--- src/rtl/fetch_stage.sv ---
// Instruction-fetch stage: owns the PC, drives the zero-latency instruction memory
// and captures the returned word into the IF/ID register. Illegal PCs halt fetch.
module fetch_stage #(
    parameter logic [31:0] RESET_PC   = 32'h0000_0000,
    parameter logic [31:0] NOP_INSTR  = 32'h0000_0013,
    parameter int          IMEM_DEPTH = 1024
) (
    input  logic        clk,
    input  logic        rst,
    input  logic [31:0] imem_rdata,
    output logic [31:0] imem_addr,
    input  logic        stall_i,
    input  logic        flush_i,
    input  logic        redirect_valid,
    input  logic [31:0] redirect_pc,
    output logic [31:0] if_id_instr,
    output logic [31:0] if_id_pc,
    output logic [31:0] if_id_pc_plus4,
    output logic        if_id_valid,
    output logic        fetch_fault,
    output logic [31:0] fetch_count
);

    typedef enum logic {RUN, FAULT} state_t;

    // 33-bit limit so a depth of 2^30 words still compares correctly
    localparam logic [32:0] PC_LIMIT = 33'(IMEM_DEPTH) << 2;

    state_t      state_q, state_d;
    logic [31:0] pc_q, pc_d;
    logic [31:0] instr_q, instr_d;
    logic [31:0] ipc_q, ipc_d;
    logic [31:0] ipc4_q, ipc4_d;
    logic        vld_q, vld_d;
    logic        fault_q, fault_d;
    logic [31:0] cnt_q, cnt_d;
    logic        pc_illegal;

    assign pc_illegal = (pc_q[1:0] != 2'b00) || ({1'b0, pc_q} >= PC_LIMIT);

    always_comb begin
        state_d = state_q;
        pc_d    = pc_q;
        instr_d = instr_q;
        ipc_d   = ipc_q;
        ipc4_d  = ipc4_q;
        vld_d   = vld_q;
        fault_d = fault_q;
        cnt_d   = cnt_q;
        case (state_q)
            RUN: begin
                if (redirect_valid) begin
                    pc_d    = redirect_pc;
                    instr_d = NOP_INSTR;
                    vld_d   = 1'b0;
                end else if (flush_i) begin
                    instr_d = NOP_INSTR;
                    vld_d   = 1'b0;
                    if (!stall_i) pc_d = pc_q + 32'd4;
                end else if (stall_i) begin
                    // everything holds
                end else if (pc_illegal) begin
                    state_d = FAULT;
                    fault_d = 1'b1;
                    instr_d = NOP_INSTR;
                    vld_d   = 1'b0;
                end else begin
                    instr_d = imem_rdata;
                    ipc_d   = pc_q;
                    ipc4_d  = pc_q + 32'd4;
                    vld_d   = 1'b1;
                    cnt_d   = cnt_q + 32'd1;
                    pc_d    = pc_q + 32'd4;
                end
            end
            FAULT: begin
                vld_d   = 1'b0;
                fault_d = 1'b1;
            end
            default: state_d = RUN;
        endcase
    end

    always_ff @(posedge clk) begin
        if (!rst) begin
            state_q <= RUN;
            pc_q    <= RESET_PC;
            instr_q <= NOP_INSTR;
            ipc_q   <= 32'd0;
            ipc4_q  <= 32'd0;
            vld_q   <= 1'b0;
            fault_q <= 1'b0;
            cnt_q   <= 32'd0;
        end else begin
            state_q <= state_d;
            pc_q    <= pc_d;
            instr_q <= instr_d;
            ipc_q   <= ipc_d;
            ipc4_q  <= ipc4_d;
            vld_q   <= vld_d;
            fault_q <= fault_d;
            cnt_q   <= cnt_d;
        end
    end

    assign imem_addr      = pc_q;
    assign if_id_instr    = instr_q;
    assign if_id_pc       = ipc_q;
    assign if_id_pc_plus4 = ipc4_q;
    assign if_id_valid    = vld_q;
    assign fetch_fault    = fault_q;
    assign fetch_count    = cnt_q;

endmodule

--- config.mk ---
export PLATFORM = sky130hd
export DESIGN_NAME = fetch_stage
export DESIGN_NICKNAME = d
export VERILOG_FILES = /design/src/rtl/fetch_stage.sv
export SDC_FILE = /design/constraint.sdc
export NUM_CORES = 1
export LEC_CHECK = 0
export BUFFER_PORTS_ARGS = -buffer_cell sky130_fd_sc_hd__buf_4
export CAP_MARGIN = 20
export CELL_PAD_IN_SITES_DETAIL_PLACEMENT = 0
export CELL_PAD_IN_SITES_GLOBAL_PLACEMENT = 1
export CORE_ASPECT_RATIO = 1.4
export CORE_UTILIZATION = 35
export CTS_CLUSTER_DIAMETER = 100
export DETAILED_ROUTE_END_ITERATION = 16
export PLACE_DENSITY_LB_ADDON = 0.1
export SYNTH_ARGS = -nofsm -noshare
export SYNTH_HDL_FRONTEND = slang
export SYNTH_SLANG_ARGS = --single-unit
--- constraint.sdc ---
create_clock -name clk -period 5.8 [get_ports clk]
set_input_delay 0.58 -clock clk [delete_from_list [all_inputs] [get_ports clk]]
set_output_delay 0.58 -clock clk [all_outputs]
set_load 0.02 [all_outputs]
# [After elaboration in Yosys (flattened, before gate mapping)]
# Cells that the tools add are included.
[op_classes] addsub=2 order_cmp=1 n_eq_ne=8 muxes=24 bitwise_logic=5 n_reduce_logical=6
[op_table] op="$mux 32" count=9
[op_table] op="$add 32x1->32 const B" count=1
[op_table] op="$add 32x3->32 const B" count=1
[op_table] op="$ge 32x13->1 const B" count=1
[op_table] op="$mux 1" count=13
[op_table] op="$ne 2x2->1 const B" count=4
[op_table] op="$not 1->1" count=5
[op_table] op="$reduce_and 5->1" count=1
[op_table] op="$ne 4x4->1 const B" count=1
[op_table] op="$pmux 1 s2" count=2
[op_table] op="$reduce_and 4->1" count=1
[op_table] op="$ne 3x1->1 const B" count=1
[op_table] op="$ne 3x3->1 const B" count=1
[op_table] op="$reduce_and 3->1" count=1
[op_table] op="$ne 2x1->1 const B" count=1
[op_table] op="$reduce_and 2->1" count=1
[op_table] op="$reduce_bool 2->1" count=1
[op_table] op="$logic_or 1x1->1" count=1
[totals] ff_bits=163 word_cells=54

# [Longest topological paths before layout]
# Gate-level depths: netlist of the first run.
[depth] word_depth=7 ltp_mapped=8 ltp_nobuf=6

# [Worst setup path after synthesis of the first run]
# No wires, ideal clock.
[synth_path] path_type="input-to-reg" from="in redirect_valid" to="reg cnt_q[29] (netlist: fetch_count[29])" arrival_ns=2.342 t_required_ns=5.730 slack_ns=3.388 stages=7 path_cell_list="clkbuf_1 > nor3_1 > nand2_1 > or4_1 > buf_2 > or4_1 > a21oi_1"
[synth_via] elab_chain_cells=2
[synth_rtl] item="start: declaration" line="14" text="input logic redirect_valid,"
[synth_rtl] item="$not 1->1 (no source line)"
[synth_rtl] item="$reduce_and 5->1 (no source line)"
[synth_rtl] item="end signal: assignment" line="102" text="cnt_q <= cnt_d;"
[synth_rtl] item="end: declaration" line="36" text="logic [31:0] cnt_q, cnt_d;"
# No other way between the ends.
# A chain may end at the register's enable or synchronous reset.

# [Final worst setup path of the first run]
[layout_path] from="reg pc_q[23] (netlist: imem_addr[23])" to="reg cnt_q[31] (netlist: fetch_count[31])"
[layout_via] elab_chain_cells=4
[layout_rtl] item="start: declaration" line="30" text="logic [31:0] pc_q, pc_d;"
[layout_rtl] item="start signal: assignment" line="96" text="pc_q <= pc_d;"
[layout_rtl] item="$ge 32x13->1" line="39" text="assign pc_illegal = (pc_q[1:0] != 2'b00) || ({1'b0, pc_q} >= PC_LIMIT);"
[layout_rtl] item="$logic_or 1x1->1" line="39"
[layout_rtl] item="$not 1->1 (no source line)"
[layout_rtl] item="$reduce_and 5->1 (no source line)"
# No other way between the ends.

==> metrics.md, run 1 <==
| Metric | Value |
|---|---|
| Number of register bits inferred by synthesis | between 150 and 200 |
| Worst Clk Skew | approximately 0.014 ns |
| H-Tree Depth | 4 |
| Number of routed nets with antenna violations | 0 |
| Routed wirelength normalized by instance count | 17.01 um |
| Number of max-cap violations | 0 |
| Die Outline Area | just over 0.02 mm^2 |
| Most instantiated library cell after synthesis | sky130_fd_sc_hd__dfxtp_1 |
| Cells taking the most area after synthesis | sky130_fd_sc_hd__dfxtp_1 47%, sky130_fd_sc_hd__nand2_1 5.8%, sky130_fd_sc_hd__and3_1 4.5% |
| Top cells by count, synth | 161 x sky130_fd_sc_hd__dfxtp_1, 106 x sky130_fd_sc_hd__nand2_1, 73 x sky130_fd_sc_hd__nor2_1 |
| Kind of launch point of the worst setup path | flop |
| Remaining max-slew budget at the tightest pin | a little over two fifths |
| X dimension of the die | about 120 um |
| All-Layer GR Usage | approximately a fifth |
| First-pass iteration count of the detailed router | 5 |
| Area fraction of the dominant cell type after synthesis | a little under half |
| Clock latency on the worst-skew pair | between 0.4 and 0.5 ns |
| Number of antenna violations at the first check in global routing | 0 |
| Placer Congestion | around 0.78 |
| Number of enable flip-flop cells after synthesis | 0 |
| Total via count after detailed routing | between 6000 and 7000 |
| Mean post-synth cell area | approximately 8.4 um^2 |
| Number of gates resized after cts | 0 |
| Final hold violations | 0 |
| Maximum fanout encountered on the critical timing path | 19 |
| Row Count | 60 |
| HPWL reported at the end of detailed placement | between 10000 and 15000 um |
| Worst Path Class, Setup | reg2reg |
| Fraction of registers with async set or reset after synthesis | 0% |
| Setup repair after global routing missed its margin | no |
| CTS tree | yes |
| Sequential share of the synthesized area | 46.68% |
| DRC violations left | 0 |
| Inserted Clock Buffers | 17 |
| Critical Path End Type | flop |
| Cell Area, Synth | roughly 0.0069 mm^2 |
| Post-layout nets | about 1100 |
| Type of the worst min-delay path | in2reg |
| Synth area leader | sky130_fd_sc_hd__dfxtp_1 |
| Final Cycle Share | about half |
| Total length of routed wires | approximately 22000 um |
| Post-CTS repair timing setup buffer count | 0 |
| Worst-path clk slew | roughly 0.070 ns |
| Share of cells above drive strength 1 | between 20% and 30% |
| Number of input and output port buffers inserted | 230 |
| Count of inserted antenna diode cells | 0 |
| Peak VDD IR | just under 0.2 mV |
| Tightest Pin Transition | 0.8580 ns |
| Buffer depth of the longest clock path | 2 |
| Die span in y | between 150 and 200 um |
| Finish-stage setup viols | 0 |
| Max-slew violation count | 0 |
| Setup TNS after final layout | 0 ns |
| Outcome | complete, no violations |
| Sink Count | roughly 160 |
| Number of global-route vias before repair | 6393 |
| Synthesized netlist cell count | around 820 |
| Total power per unit cell area | roughly 270 mW/mm^2 |
| Pin count of the biggest net entering global routing | 82 |
| Max Clk Rate | about 350 MHz |
| Io pins | about 230 |
| Cts-stage hold buffer count | 0 |
| Endpoint required time on the critical path | ~6.1 ns |
| Arrival time worst endpoint | roughly 3.2 ns |
| Total global routing overflow | 0 |
| Distinct cells, synth | 50 |
| Number of warnings printed during yosys synthesis | 0 |
| Placeable core region | around 0.019 mm^2 |
| Clock root buffer master | sky130_fd_sc_hd__clkbuf_16 |
| Syn Nets | 890 |
| Initial core utilization | 35.78% |
| Final worst path period need | between 2 and 3 ns |
| Avg Vias per Cell | ~5.3 |
| Most used flip-flop cell after synthesis | sky130_fd_sc_hd__dfxtp_1 |
| Iter 0 DRT Violations | ~370 |
| Static Leakage | 3.858 nW |
| Overall Power | between 2 and 3 mW |
| Wire length of the first global-routing pass | 34380 um |
| Layout-stage area growth over the synthesis result | 35.65% |
==> final cells by class <==
| type | instances | area (um^2) |
|---|---|---|
| Multi-Input combinational cell | 580 | 3401 |
| Clock inverter | 12 | 120.1 |
| Tap cell | 248 | 310.3 |
| Timing Repair Buffer | 237 | 1807 |
| Sequential cell | 161 | 3223 |
| Fill cell | 1936 | 9928 |
| Inverter | 10 | 37.54 |
| Clock buffer | 20 | 466.7 |
==> sequential cells by signal, summed over array words and instances, names as in the netlist <==
name,count
fetch_count,32
imem_addr,32
if_id_pc,32
fetch_fault,1
state_q,1
if_id_valid,1
if_id_pc_plus4,30
if_id_instr,32
==> stage by stage <==
stage               hold slack (ns)  instance area [um^2]  cells  utilization (%)  setup WS [ns]
floorplan                    0.5345                  6904    818                -          3.388
global placement             0.4371                  8736   1234            45.28          2.740
detailed placement           0.4434                  8736   1234            45.28          2.694
CTS                          0.3510                  9323   1266            48.32          2.952
global route                 0.3639                  9365   1268            48.54          2.769
finish                       0.3716                  9365   1268            48.54          2.953
==> worst max-delay path, cell delays in order (launching register included) <==
cell and delay [ns]:
sky130_fd_sc_hd__dfxtp_1 0.38, sky130_fd_sc_hd__nor4_1 0.41, sky130_fd_sc_hd__nand2_1 0.32, sky130_fd_sc_hd__or4_1 0.91, sky130_fd_sc_hd__or4_1 0.59, sky130_fd_sc_hd__a21oi_1 0.15
==> cell families (layout without fill, tap and decap cells) <==
| family | after synthesis | in the layout | synth area share [%] |
|---|---|---|---|
| fa+ha+maj | 3 | 3 | 0.5437 |
| compound gates | 202 | 202 | 18.99 |
| flops | 161 | 161 | 46.68 |
| xor+xnor | 12 | 12 | 1.522 |
| simple gates | 356 | 356 | 26.84 |
| mux | 7 | 7 | 1.015 |
| buf+inv | 77 | 279 | 4.404 |
==> metal layers <==
| layer | global-route usage (%) | share of wire, % | up-vias |
|---|---|---|---|
| li1 | - | - | 3370 |
| met1 | 26.53 | 44 | 3166 |
| met2 | 37.36 | 51 | 165 |
| met3 | 3.455 | 4.2 | 16 |
| met4 | 6.173 | 1.1 | 0 |
| met5 | 0 | 0 | - |
==> power breakdown <==
group	switching [mW]	leakage (nW)	internal (mW)
combinational	0.141	2.27	0.100
sequential	0.0377	1.30	1.12
clock	0.481	0.284	0.633
total	0.660	3.86	1.86
==> final timing paths <==
| check | cells after the start | to | startpoint | slack (ns) |
|---|---|---|---|---|
| max | 5 | fetch_count[31] | imem_addr[23] | 2.95 |
| min | 2 | if_id_valid | flush_i | 0.37 |
| max reg2reg | 5 | fetch_count[31] | imem_addr[23] | 2.95 |
| min reg2reg | 1 | fetch_fault | fetch_fault | 0.46 |
==> cell usage in the layout, fill, tap and decap left out, types with 9 or more instances in the layout <==
master and n:
sky130_fd_sc_hd__buf_4 235, sky130_fd_sc_hd__dfxtp_1 161, sky130_fd_sc_hd__nand2_1 106, sky130_fd_sc_hd__nor2_1 73, sky130_fd_sc_hd__a21oi_1 61, sky130_fd_sc_hd__and3_1 50
sky130_fd_sc_hd__a22oi_1 32, sky130_fd_sc_hd__o21ai_0 30, sky130_fd_sc_hd__nand4_1 25, sky130_fd_sc_hd__o31ai_1 19, sky130_fd_sc_hd__clkbuf_16 17, sky130_fd_sc_hd__or4_1 16
sky130_fd_sc_hd__nand3_1 16, sky130_fd_sc_hd__nor3_1 13, sky130_fd_sc_hd__nand2b_1 12, sky130_fd_sc_hd__and4_1 11, sky130_fd_sc_hd__o211ai_1 10, sky130_fd_sc_hd__nor4_1 9
No activity file was read; power rests on OpenSTA's default activity.
==> inputs of run 2 (changes only) <==
==> constraint.sdc (replaced) <==
create_clock -name clk -period 2.75 [get_ports clk]
set_input_delay 0.275 -clock clk [delete_from_list [all_inputs] [get_ports clk]]
set_output_delay 0.275 -clock clk [all_outputs]
set_load 0.02 [all_outputs]
==> run 2 against run 1 <==
  * Fmax grew 15%
  * Critical path depth grew 1
  * Count of clock-buffer cells in the layout shrank 3
  * Die area is the same
  * Final cell count grew 2.4%
  * Highest routed layer unchanged
  * Non-clock buffer count grew 31
  * Clock power grew 120%
  * Critical path type unchanged
  * Wire length grew 3.3%
  * Final area grew 2.7%
  * Worst hold slack lost 0.33 ns
==> metrics.md, run 2 (synthesis gave the netlist of run 1 again) <==
| Metric | Value |
|---|---|
| Number of routed nets with antenna violations | 0 |
| Cell area after layout | a little under 0.01 mm^2 |
| Standard cell area after detailed placement | around 0.009 mm^2 |
| Post-layout nets | between 1000 and 1500 |
| Total length of routed wires | between 20000 and 25000 um |
| Worst Path Class, Setup | reg2reg |
| Slowest stage cell on the critical path | sky130_fd_sc_hd__or4_1 |
| CTS tree | yes |
| Wire length of the first global-routing pass | ~35000 um |
| Finish-stage setup viols | 0 |
| Max-slew violation count | 0 |
| Die span in y | approximately 170 um |
| Total global routing overflow | 0 |
| H-Tree Depth | 4 |
| Placer Congestion | between 0.8 and 0.9 |
| Die Outline Area | 0.02030 mm^2 |
| Clock root buffer master | sky130_fd_sc_hd__clkbuf_16 |
| Number of global-route vias before repair | around 6500 |
| Kind of launch point of the worst setup path | flop |
| Cell chain of the critical path | nor4_4 -> nand4_4 -> or4_1 -> buf_4 -> or4_1 -> a21oi_1 |
| Hold WS | roughly 0.044 ns |
| Total power per unit cell area | 561.9 mW/mm^2 |
| Final hold violations | 0 |
| Count of inserted antenna diode cells | 0 |
| Row Count | 60 |
| Total via count after detailed routing | 6862 |
| Maximum fanout encountered on the critical timing path | 19 |
| Number of max-cap violations | 0 |
| Most used cell along the critical path | sky130_fd_sc_hd__or4_1 |
| Iter 0 DRT Violations | about 380 |
| X dimension of the die | between 100 and 150 um |
| Outcome | complete, no violations |
| Clock latency on the worst-skew pair | around 0.43 ns |
| Worst Clk Skew | approximately 0.010 ns |
| First-pass iteration count of the detailed router | 5 |
| Sink Count | 161 |
| Avg Vias per Cell | approximately 5.3 |
| HPWL reported at the end of detailed placement | approximately 16000 um |
| DRC violations left | 0 |
| Arrival time worst endpoint | 2.84 ns |
| Setup TNS after final layout | 0 ns |
| Endpoint required time on the critical path | around 3.1 ns |
| Leading cell types in the layout, fill and taps excluded | 265 x sky130_fd_sc_hd__buf_4, 161 x sky130_fd_sc_hd__dfxtp_1, 106 x sky130_fd_sc_hd__nand2_1 |
| Remaining max-slew budget at the tightest pin | around 46% |
| Share of cells above drive strength 1 | a little under 30% |
| Final worst path period need | 2.485 ns |
| Max Clk Rate | approximately 400 MHz |
| Fill count | between 1500 and 2000 |
| Routed wirelength normalized by instance count | approximately 17 um |
| Most common library cell in the layout ignoring fill and taps | sky130_fd_sc_hd__buf_4 |
| Placeable core region | ~0.019 mm^2 |
| All-Layer GR Usage | between 20% and 30% |
| Tightest Pin Transition | roughly 0.81 ns |
| Type of the worst min-delay path | in2reg |
| Number of gates resized after cts | 0 |
| Pin count of the biggest net entering global routing | a little under 80 |
| Buffer depth of the longest clock path | 2 |
| Layout-stage area growth over the synthesis result | 39.27% |
| Critical Path End Type | flop |
| Setup repair after global routing missed its margin | no |
| Static Leakage | about 4.0 nW |
| Worst-path clk slew | around 0.070 ns |
| Largest incremental delay on the critical path | between 0.5 and 0.6 ns |
| Io pins | roughly 230 |
| Core utilization of the finished layout | 49.84% |
| Cts-stage hold buffer count | 0 |
| Number of input and output port buffers inserted | 230 |
| Overall Power | 5.403 mW |
| Inserted Clock Buffers | 17 |
| Peak VDD IR | roughly 0.39 mV |
| Number of antenna violations at the first check in global routing | 0 |
| Initial core utilization | between 30% and 40% |
| Final Cycle Share | 90.36% |
| Post-CTS repair timing setup buffer count | 0 |
-- run 2: where the power goes --
group | total, mW | leakage [nW] | switching [mW] | internal (mW)
Clock | 2.42 | 0.295 | 1.05 | 1.36
Sequential | 2.43 | 1.30 | 0.0556 | 2.37
Combinational | 0.560 | 2.43 | 0.329 | 0.231
-- run 2: final cells by class --
class | instances | area (um^2) | area share [%]
Clock buffer | 17 | 425.4 | 4.424
Inverter | 10 | 37.54 | 0.3904
Tap cell | 248 | 310.3 | 3.227
Clock inverter | 15 | 168.9 | 1.757
Timing Repair Buffer | 268 | 2049 | 21.31
Sequential cell | 161 | 3223 | 33.52
Multi-Input combinational cell | 580 | 3401 | 35.37
-- run 2: path summary, 6_finish.rpt --
path | start | to | slack, ns | cells past startpoint
worst max-delay path | imem_addr[15] | fetch_count[27] | 0.27 | 6
worst min-delay path | flush_i | if_id_valid | 0.04 | 2
worst max register to register | imem_addr[15] | fetch_count[27] | 0.27 | 6
worst min register to register | if_id_pc[6] | if_id_pc[6] | 0.46 | 2
-- run 2: stage by stage --
step | setup slack [ns] | instances
finish | 0.2650 | 1299
global route | 0.09780 | 1299
CTS | 0.2481 | 1299
detailed placement | 0.2645 | 1267
global placement | 0.3163 | 1267
floorplan | 0.4160 | 818
-- run 2: worst max-delay path: cells and delay by family, from the launching register on --
family                 cells  cell delay [ns]
AOI/OAI and AO/OA          1             0.14
buffers and inverters      1             0.21
DFF                        1             0.38
and+or+nand+nor            4             1.68
-- run 2: layer usage --
| layer | part of all wire (%) | wire (um) | vias up | global-route usage (%) |
|---|---|---|---|---|
| met3 | 4.7 | 1038 | 15 | 5.047 |
| met2 | 52 | 11500 | 167 | 39.11 |
| met4 | 1.1 | 249 | 0 | 6.173 |
| li1 | - | - | 3419 | - |
| met5 | 0 | 0 | - | 0 |
| met1 | 43 | 9493 | 3261 | 26.65 |
